===== src/rtl/xlr_mem_arb.sv =====
// rtl/xlr_mem_arb.sv - two-requester arbiter in front of a bank of XLR memories
module xlr_mem_arb #(
  parameter int NUM_MEMS           = 2,
  parameter int LOG2_LINES_PER_MEM = 8,
  parameter int DATA_W             = 32,
  parameter int MAX_BURST          = 8,
  localparam int BE_W  = DATA_W / 8,
  localparam int MEM_W = (NUM_MEMS > 1) ? $clog2(NUM_MEMS) : 1,
  localparam int AW    = LOG2_LINES_PER_MEM
) (
  input  logic                         clk,
  input  logic                         rst,
  input  logic [1:0]                   i_rq_valid,
  input  logic [1:0]                   i_rq_wr,
  input  logic [2*MEM_W-1:0]           i_rq_mem,
  input  logic [2*AW-1:0]              i_rq_addr,
  input  logic [2*DATA_W-1:0]          i_rq_wdata,
  input  logic [2*BE_W-1:0]            i_rq_be,
  input  logic [1:0]                   i_rq_lock,
  output logic [1:0]                   o_rq_ready,
  output logic [1:0]                   o_rsp_valid,
  output logic [DATA_W-1:0]            o_rsp_rdata,
  output logic [NUM_MEMS*AW-1:0]       o_mem_addr,
  output logic [NUM_MEMS*DATA_W-1:0]   o_mem_wdata,
  output logic [NUM_MEMS*BE_W-1:0]     o_mem_be,
  output logic [NUM_MEMS-1:0]          o_mem_rd,
  output logic [NUM_MEMS-1:0]          o_mem_wr,
  input  logic [NUM_MEMS*DATA_W-1:0]   i_mem_rdata
);

  localparam int CNT_W = $clog2(MAX_BURST + 1);

  localparam logic [1:0] ST_IDLE = 2'd0;
  localparam logic [1:0] ST_OWN0 = 2'd1;
  localparam logic [1:0] ST_OWN1 = 2'd2;

  logic [1:0]       r_state;
  logic [CNT_W-1:0] r_burst_cnt;
  logic             r_last_grant;
  logic             r_rd_pend;
  logic             r_rd_idx;
  logic [MEM_W-1:0] r_rd_mem;

  logic [1:0]        w_nxt;
  logic              w_own_vld;
  logic              w_own;
  logic              w_acc;
  logic              w_oth_vld;
  logic [1:0]        w_oth_state;
  logic              w_own_lock;
  logic              w_wr;
  logic [MEM_W-1:0]  w_mem;
  logic [AW-1:0]     w_addr;
  logic [DATA_W-1:0] w_wdata;
  logic [BE_W-1:0]   w_be;
  logic [CNT_W-1:0]  w_cnt_inc;
  logic              w_burst_done;

  // Owner selection and the owner's request fields
  assign w_own_vld   = (r_state == ST_OWN0) || (r_state == ST_OWN1);
  assign w_own       = (r_state == ST_OWN1);
  assign w_acc       = w_own_vld && i_rq_valid[w_own];
  assign w_oth_vld   = i_rq_valid[~w_own];
  assign w_oth_state = w_own ? ST_OWN0 : ST_OWN1;
  assign w_own_lock  = i_rq_lock[w_own];
  assign w_wr        = i_rq_wr[w_own];
  assign w_mem       = w_own ? i_rq_mem[MEM_W +: MEM_W]     : i_rq_mem[0 +: MEM_W];
  assign w_addr      = w_own ? i_rq_addr[AW +: AW]          : i_rq_addr[0 +: AW];
  assign w_wdata     = w_own ? i_rq_wdata[DATA_W +: DATA_W] : i_rq_wdata[0 +: DATA_W];
  assign w_be        = w_own ? i_rq_be[BE_W +: BE_W]        : i_rq_be[0 +: BE_W];

  // Burst count saturates so a solo locked owner never wraps
  assign w_cnt_inc    = (r_burst_cnt == CNT_W'(MAX_BURST)) ? r_burst_cnt : r_burst_cnt + 1'b1;
  assign w_burst_done = (w_cnt_inc == CNT_W'(MAX_BURST));

  assign o_rq_ready  = {w_acc & w_own, w_acc & ~w_own};
  assign o_rsp_valid = {r_rd_pend & r_rd_idx, r_rd_pend & ~r_rd_idx};

  // Next-state: round-robin from idle, hand over on unlock, idle or burst limit
  always_comb begin
    w_nxt = r_state;
    case (r_state)
      ST_IDLE: begin
        if (i_rq_valid == 2'b11)  w_nxt = r_last_grant ? ST_OWN0 : ST_OWN1;
        else if (i_rq_valid[0])   w_nxt = ST_OWN0;
        else if (i_rq_valid[1])   w_nxt = ST_OWN1;
      end
      ST_OWN0, ST_OWN1: begin
        if (!w_acc)                                     w_nxt = w_oth_vld ? w_oth_state : ST_IDLE;
        else if (w_oth_vld && (!w_own_lock || w_burst_done)) w_nxt = w_oth_state;
        else if (!w_own_lock)                           w_nxt = ST_IDLE;
      end
      default: w_nxt = ST_IDLE;
    endcase
  end

  // Ownership state, last grant and burst counter
  always_ff @(posedge clk or posedge rst) begin
    if (rst) begin
      r_state      <= ST_IDLE;
      r_burst_cnt  <= '0;
      r_last_grant <= 1'b1;
    end else begin
      r_state <= w_nxt;
      if ((w_nxt != r_state) && (w_nxt != ST_IDLE)) r_last_grant <= (w_nxt == ST_OWN1);
      if (w_acc && (w_nxt == r_state)) r_burst_cnt <= w_cnt_inc;
      else                             r_burst_cnt <= '0;
    end
  end

  // Remember who issued the accepted read so the next cycle can route its data
  always_ff @(posedge clk or posedge rst) begin
    if (rst) begin
      r_rd_pend <= 1'b0;
      r_rd_idx  <= 1'b0;
      r_rd_mem  <= '0;
    end else begin
      r_rd_pend <= w_acc && !w_wr;
      r_rd_idx  <= w_own;
      r_rd_mem  <= w_mem;
    end
  end

  // Drive only the addressed memory; an out-of-range index touches nothing
  always_comb begin
    o_mem_rd    = '0;
    o_mem_wr    = '0;
    o_mem_addr  = '0;
    o_mem_wdata = '0;
    o_mem_be    = '0;
    for (int m = 0; m < NUM_MEMS; m++) begin
      if (w_acc && (32'(w_mem) == m)) begin
        o_mem_rd[m]                     = ~w_wr;
        o_mem_wr[m]                     = w_wr;
        o_mem_addr[m*AW +: AW]          = w_addr;
        o_mem_wdata[m*DATA_W +: DATA_W] = w_wdata;
        o_mem_be[m*BE_W +: BE_W]        = w_be;
      end
    end
  end

  // Read data mux; zero when idle or when the read targeted a missing memory
  always_comb begin
    o_rsp_rdata = '0;
    for (int m = 0; m < NUM_MEMS; m++) begin
      if (r_rd_pend && (32'(r_rd_mem) == m)) o_rsp_rdata = i_mem_rdata[m*DATA_W +: DATA_W];
    end
  end

endmodule

===== config.mk =====
export PLATFORM = sky130hd
export DESIGN_NAME = xlr_mem_arb
export DESIGN_NICKNAME = d
export VERILOG_FILES = /design/src/rtl/xlr_mem_arb.sv
export SDC_FILE = /design/constraint.sdc
export NUM_CORES = 1
export LEC_CHECK = 0
export ABC_CLOCK_PERIOD_IN_PS = 3660
export CAP_MARGIN = 25
export CORE_AREA = 2 2 114 116
export DETAILED_ROUTE_END_ITERATION = 6
export DIE_AREA = 0 0 116 118
export SYNTH_ARGS = -nofsm -noshare
export SYNTH_HDL_FRONTEND = slang
export SYNTH_SLANG_ARGS = --single-unit

===== constraint.sdc =====
create_clock -name clk -period 3.66 [get_ports clk]
set_input_delay 0.732 -clock clk [delete_from_list [all_inputs] [get_ports clk]]
set_output_delay 0.732 -clock clk [all_outputs]
set_load 0.02 [all_outputs]

# ---- Yosys cells after proc, flatten, opt, wreduce, memory -nomap -nowiden
# Cells that the tools add are included.
dict set report op_classes {
  add_sub_neg 1
  order_cmp 2
  n_eq_ne 8
  muxes 36
  bitwise_logic 9
  reduce_logical 16
}
# cell n
set ops {}
lappend ops {{32-bit two-way mux} 5}
lappend ops {{8-bit two-way mux} 3}
lappend ops {{4-bit two-way mux} 5}
lappend ops {{2-bit two-way mux} 9}
lappend ops {{1-bit two-way mux} 13}
lappend ops {{1-bit logical AND} 9}
lappend ops {{4-bit equality test, second input constant} 2}
lappend ops {{2-bit equality test, second input constant} 3}
lappend ops {{1-bit inverter} 5}
lappend ops {{4-bit by 1-bit adder with 4-bit output, second input constant} 1}
lappend ops {{1-bit bitwise AND} 4}
lappend ops {{1-bit by 2-bit < comparator with 1-bit output, second input constant} 2}
lappend ops {{2-bit case mux with 2 select lines} 1}
lappend ops {{2-bit by 1-bit equality test with 1-bit output, second input constant} 1}
lappend ops {{2-bit equality test} 1}
lappend ops {{1-bit zero test} 2}
lappend ops {{2-bit zero test} 1}
lappend ops {{1-bit logical OR} 2}
lappend ops {{2-bit != test} 1}
lappend ops {{2-bit nonzero test} 1}
lappend ops {{2-bit OR reduction} 1}
dict set report totals {
  register_bits 10
  inputBits 162
  output_inout_bits 128
  word_cells 78
}

# ---- Logic depth before layout (Yosys ltp)
dict set report logic_depth {
  ltp_word 12
  mapped_depth 11
  mapped_depth_nobuf 9
}

# ---- Worst setup path before layout
# OpenSTA, ideal clock, no wires.
dict set report synth_timing {
  path_kind {reg-to-output}
  from {register r_state[0]}
  to {output port o_mem_addr[8]}
  arrival_ps 2348
  required_time_ps 2928
  path_slack_ps 580
  stages_incl_launch_ff 9
  n_path_buf 4
  path_cell_list {dfrtp_1 -> clkbuf_1 -> inv_1 -> ha_1 -> buf_4 -> buf_1 -> clkbuf_1 -> mux2i_1 -> nor2_1}
}
dict set report synth_via {
  elab_chain_len 6
  word_cells_on_any_way 10
  cone_classes {eq/ne (2); mux (5); reduce/logical (3)}
}
# element line_no
set synth_rtl {}
lappend synth_rtl {{start: declaration} 37} ;# logic [1:0] r_state;
lappend synth_rtl {{start signal: assignment} 104} ;# r_state <= w_nxt;
lappend synth_rtl {{2-bit equality test (*)} 61} ;# assign w_own = (r_state == ST_OWN1);
lappend synth_rtl {{net w_own} 46} ;# logic w_own;
lappend synth_rtl {{1-bit two-way mux (implied by the code) (2 in a row)} 62} ;# assign w_acc = w_own_vld && i_rq_valid[w_own];
lappend synth_rtl {{1-bit logical AND} 62}
lappend synth_rtl {{1-bit logical AND} 132} ;# if (w_acc && (32'(w_mem) == m)) begin
lappend synth_rtl {{8-bit two-way mux (*)} 132}
lappend synth_rtl {{end: declaration} 23} ;# output logic [NUM_MEMS*AW-1:0] o_mem_addr,
# Mark *: on every way through the listed nets, which the timed path passes. The rest lies on a longest branch. The select of a mux whose other input is x is not followed.

# ---- Worst setup path after layout
dict set report layout_timing {
  from {register r_state[0]}
  to {output port o_mem_be[7]}
}
dict set report layout_via {
  word_cells_on_any_way 10
  cone_classes {eq/ne (2); mux (5); reduce/logical (3)}
}
# element line_no
set layout_rtl {}
lappend layout_rtl {{2-bit equality test} 61}
lappend layout_rtl {{net w_own} 46}
lappend layout_rtl {{1-bit two-way mux} 67} ;# assign w_mem = w_own ? i_rq_mem[MEM_W +: MEM_W] : i_rq_mem[0 +: MEM_W];
lappend layout_rtl {{net w_mem} 52} ;# logic [MEM_W-1:0] w_mem;
lappend layout_rtl {{1-bit logical AND} 132}
lappend layout_rtl {{4-bit two-way mux} 132}
lappend layout_rtl {{end: declaration} 25} ;# output logic [NUM_MEMS*BE_W-1:0] o_mem_be,
# The timed path passes the listed nets, and every way through them passes these cells. The select of a mux whose other input is x is not followed.

==> impl_summary.log <==
INFO  metric die-width = 116 microns
INFO  metric post_cts_setup_buffer_count = 0
INFO  metric netlist.area_leader.share = 35.22%
INFO  metric num_rows = 41
INFO  metric synthTopCellsByCount = sky130_fd_sc_hd__nor2_1 (97), sky130_fd_sc_hd__mux2i_1 (81), sky130_fd_sc_hd__nor2b_1 (37), sky130_fd_sc_hd__clkbuf_1 (16), sky130_fd_sc_hd__inv_1 (11)
INFO  metric fmax = 287.7 MHz
INFO  metric crit_path_time_final = 3.476 ns
INFO  metric die_height = 118 microns
INFO  metric post-layout-total-power = 0.002948 W
INFO  metric clock_latency = 0.24 ns
INFO  metric critical_path_arrival = 2.74 ns
INFO  metric h_tree_level_count = 1
INFO  metric critical_path_required = 2.93 ns
INFO  metric finalCritPeriodShare = 94.98%
INFO  metric mappedNetlistArea = 2302 sq um
INFO  metric fillCellCount = 1276
INFO  metric post_synth_inst_count = 329
INFO  metric hpwlAfterDp = 10420 microns
INFO  metric power.density = 533.5 nW/um^2
INFO  metric drtPass1Iterations = 4
INFO  metric syn-mean-instance-area = 6.998 sq um
INFO  metric initial_antenna_violation_count = 0
INFO  metric cap_violations = 0
INFO  metric path_clk_slew = 0.04 ns
INFO  metric cts-root-buf = sky130_fd_sc_hd__clkbuf_16
INFO  metric flow.area_growth_from_synthesis = 140.0%
INFO  metric port-buffer-count = 289
INFO  metric viasPerCell = 4.342
INFO  metric design.die.area = 13690 sq um
INFO  metric peakVddDrop = 0.2095 mV
INFO  metric final_instance_area = 5525 sq um
INFO  metric count_leader_synth = sky130_fd_sc_hd__nor2_1
INFO  metric path_max_fanout = 25
INFO  metric grt_start_max_net_pins = 35
INFO  metric type_of_destination_of_the_critical_path = output port
INFO  metric grt_pass1_wl = 17800 microns
INFO  metric ctsLongestPathBuffers = 2
INFO  metric clkSinkCount = 10
INFO  metric design.portCount = 290
INFO  metric final-max-slew-violation-count = 0
INFO  metric first_global_vias = 3526
INFO  metric drc = 0
INFO  metric gr-usage-all-layers = 16.23%
INFO  metric yosysWarningCount = 0
INFO  metric synth_top_flop_cell = sky130_fd_sc_hd__dfrtp_1
INFO  metric seq_area_frac_synth = 10.92%
INFO  metric finalNetCount = 780
INFO  metric final-hold-violation-count = 0
INFO  metric postPlaceCellArea = 5433 sq um
INFO  metric postSynthNetCount = 496
INFO  metric cp-start-kind = flip-flop
INFO  metric antennaDiodeCount = 0
INFO  metric relative_slew_margins = 46.64%
INFO  metric synth.distinct_cells = 44
INFO  metric globalplace.congestion = 0.8739
INFO  metric worstMarginPinSlew = 0.8004 ns
INFO  metric async_reset_ff_share = 100.0%
INFO  metric leakage = 2.206 nW
INFO  metric synth_enable_flop_cells = 0
INFO  metric setup_tns = 0 ns
INFO  metric yosys_register_bits = 10
INFO  metric yosys-top-cells-area = sky130_fd_sc_hd__mux2i_1 (35%), sky130_fd_sc_hd__nor2_1 (16%), sky130_fd_sc_hd__nor2b_1 (10%), sky130_fd_sc_hd__dfrtp_1 (9.8%), sky130_fd_sc_hd__ha_1 (2.7%)
INFO  metric tritoncts_clock_tree = done
INFO  metric rsz0062_at_grt = false
INFO  metric route.final.wire_length = 11960 microns
INFO  metric final_setup_viols = 0
INFO  metric post_route_cells_drive_above_1_share = 5.229%
INFO  metric drt_iter0_markers = 81
INFO  metric grt_overflow = 0
INFO  metric core = 12410 sq um
INFO  metric timing.hold.worst.class = reg -> reg
INFO  metric clock-skew-final = 0.0007178 ns
INFO  metric drtAntennaViolNets = 0
INFO  metric average_wire_per_cell_in_the_routed_design = 15.25 microns
INFO  metric status = finished clean
INFO  metric cts_buffers = 3
INFO  metric dr_total_vias = 3404
INFO  metric start_util = 18.54%
INFO  metric yosys.area.top_type = sky130_fd_sc_hd__mux2i_1
INFO  metric timing_worst_setup_path_type = reg -> out
==> worst paths after layout <==
kind,from,endpoint,slack (ns),cells after the start
worst max-delay path,r_state[0],o_mem_be[7],0.18,8
worst min-delay path,r_burst_cnt[2],r_burst_cnt[2],0.67,2
worst max register to register,r_burst_cnt[0],r_burst_cnt[0],0.49,9
worst min register to register,r_burst_cnt[2],r_burst_cnt[2],0.67,2
max in group asynchronous,rst,r_last_grant,2.57,2
min in group asynchronous,rst,r_rd_idx,0.78,2
==> sequential cells by signal, summed over array words and instances (netlist names) <==
| signal | count |
|---|---|
| r_rd_idx | 1 |
| r_rd_pend | 1 |
| r_state | 2 |
| r_burst_cnt | 4 |
| r_last_grant | 1 |
| r_rd_mem | 1 |
==> power breakdown <==
part	switching [W]	internal, W
Sequential	0.0000965	0.000151
Clock	0.0000542	0.000165
Combinational	0.00127	0.00121
==> per-stage QoR <==
| stage | util (%) | hold WS [ns] | instances | setup slack, ns |
|---|---|---|---|---|
| after floorplan | - | 0.5715 | 329 | 0.5803 |
| after global routing | 44.51 | 0.7444 | 784 | 0.04646 |
| after detailed placement | 43.76 | 0.6642 | 780 | 0.1370 |
| after CTS | 44.48 | 0.6756 | 784 | 0.09788 |
| final | 44.51 | 0.6695 | 784 | 0.1838 |
| after global placement | 43.76 | 0.6292 | 780 | 0.1723 |
==> layout make-up <==
| class | instances | area (sq um) | share of cell area (%) |
|---|---|---|---|
| clock buffers | 4 | 88.84 | 1.608 |
| inverters | 13 | 48.80 | 0.8832 |
| multi-input cells | 282 | 1921 | 34.76 |
| flip-flops and latches | 10 | 254.0 | 4.597 |
| well taps | 172 | 215.2 | 3.895 |
| repair buffers | 303 | 2998 | 54.26 |
==> logic make-up after synthesis <==
logic type | after synthesis | synth area share, %
mux | 82 | 35.71
buf+inv | 37 | 6.305
fa+ha+maj | 5 | 2.717
simple gates | 171 | 35.92
xor+xnor | 3 | 1.142
compound gates | 21 | 7.283
flops | 10 | 10.92
==> layout by cell type (no fill, tap or decap), types with 3 or more instances in the layout <==
cell type and n:
sky130_fd_sc_hd__clkdlybuf4s50_1 289, sky130_fd_sc_hd__nor2_1 96, sky130_fd_sc_hd__mux2i_1 81, sky130_fd_sc_hd__nor2b_1 37, sky130_fd_sc_hd__buf_4 14, sky130_fd_sc_hd__inv_1 11
sky130_fd_sc_hd__nand2_1 9, sky130_fd_sc_hd__dfrtp_1 7, sky130_fd_sc_hd__nand3_1 6, sky130_fd_sc_hd__a21oi_1 4, sky130_fd_sc_hd__a211oi_1 4, sky130_fd_sc_hd__ha_1 4
sky130_fd_sc_hd__nor4_1 3, sky130_fd_sc_hd__o21ai_0 3, sky130_fd_sc_hd__and3_1 3, sky130_fd_sc_hd__and2_1 3, sky130_fd_sc_hd__clkbuf_16 3
==> metal layers <==
layer / GRT usage (%) / vias to the layer above / wire, microns
li1: - / 1674 / -
met1: 15.79 / 1529 / 4105
met2: 32.31 / 191 / 6227
met3: 6.231 / 10 / 1508
met4: 2.083 / 0 / 116
met5: 0 / - / 0
==> worst max-delay path, cell delays in order (launching register included) <==
cell and delay (ns):
sky130_fd_sc_hd__dfrtp_1 0.38, sky130_fd_sc_hd__inv_1 0.17, sky130_fd_sc_hd__ha_4 0.34, sky130_fd_sc_hd__mux2i_1 0.44, sky130_fd_sc_hd__inv_2 0.10, sky130_fd_sc_hd__nand2_1 0.11, sky130_fd_sc_hd__buf_4 0.28, sky130_fd_sc_hd__nor2_1 0.09
sky130_fd_sc_hd__clkdlybuf4s50_1 0.57
==> what timing repair did <==
item / 4_1_cts / 5_1_grt
endpoints found under the hold margin: 0 / 0
hold buffers: 0 / 0
setup endpoints to repair: 0 / 82
resized for setup: 0 / 2
(Power assumes the default switching activity.)
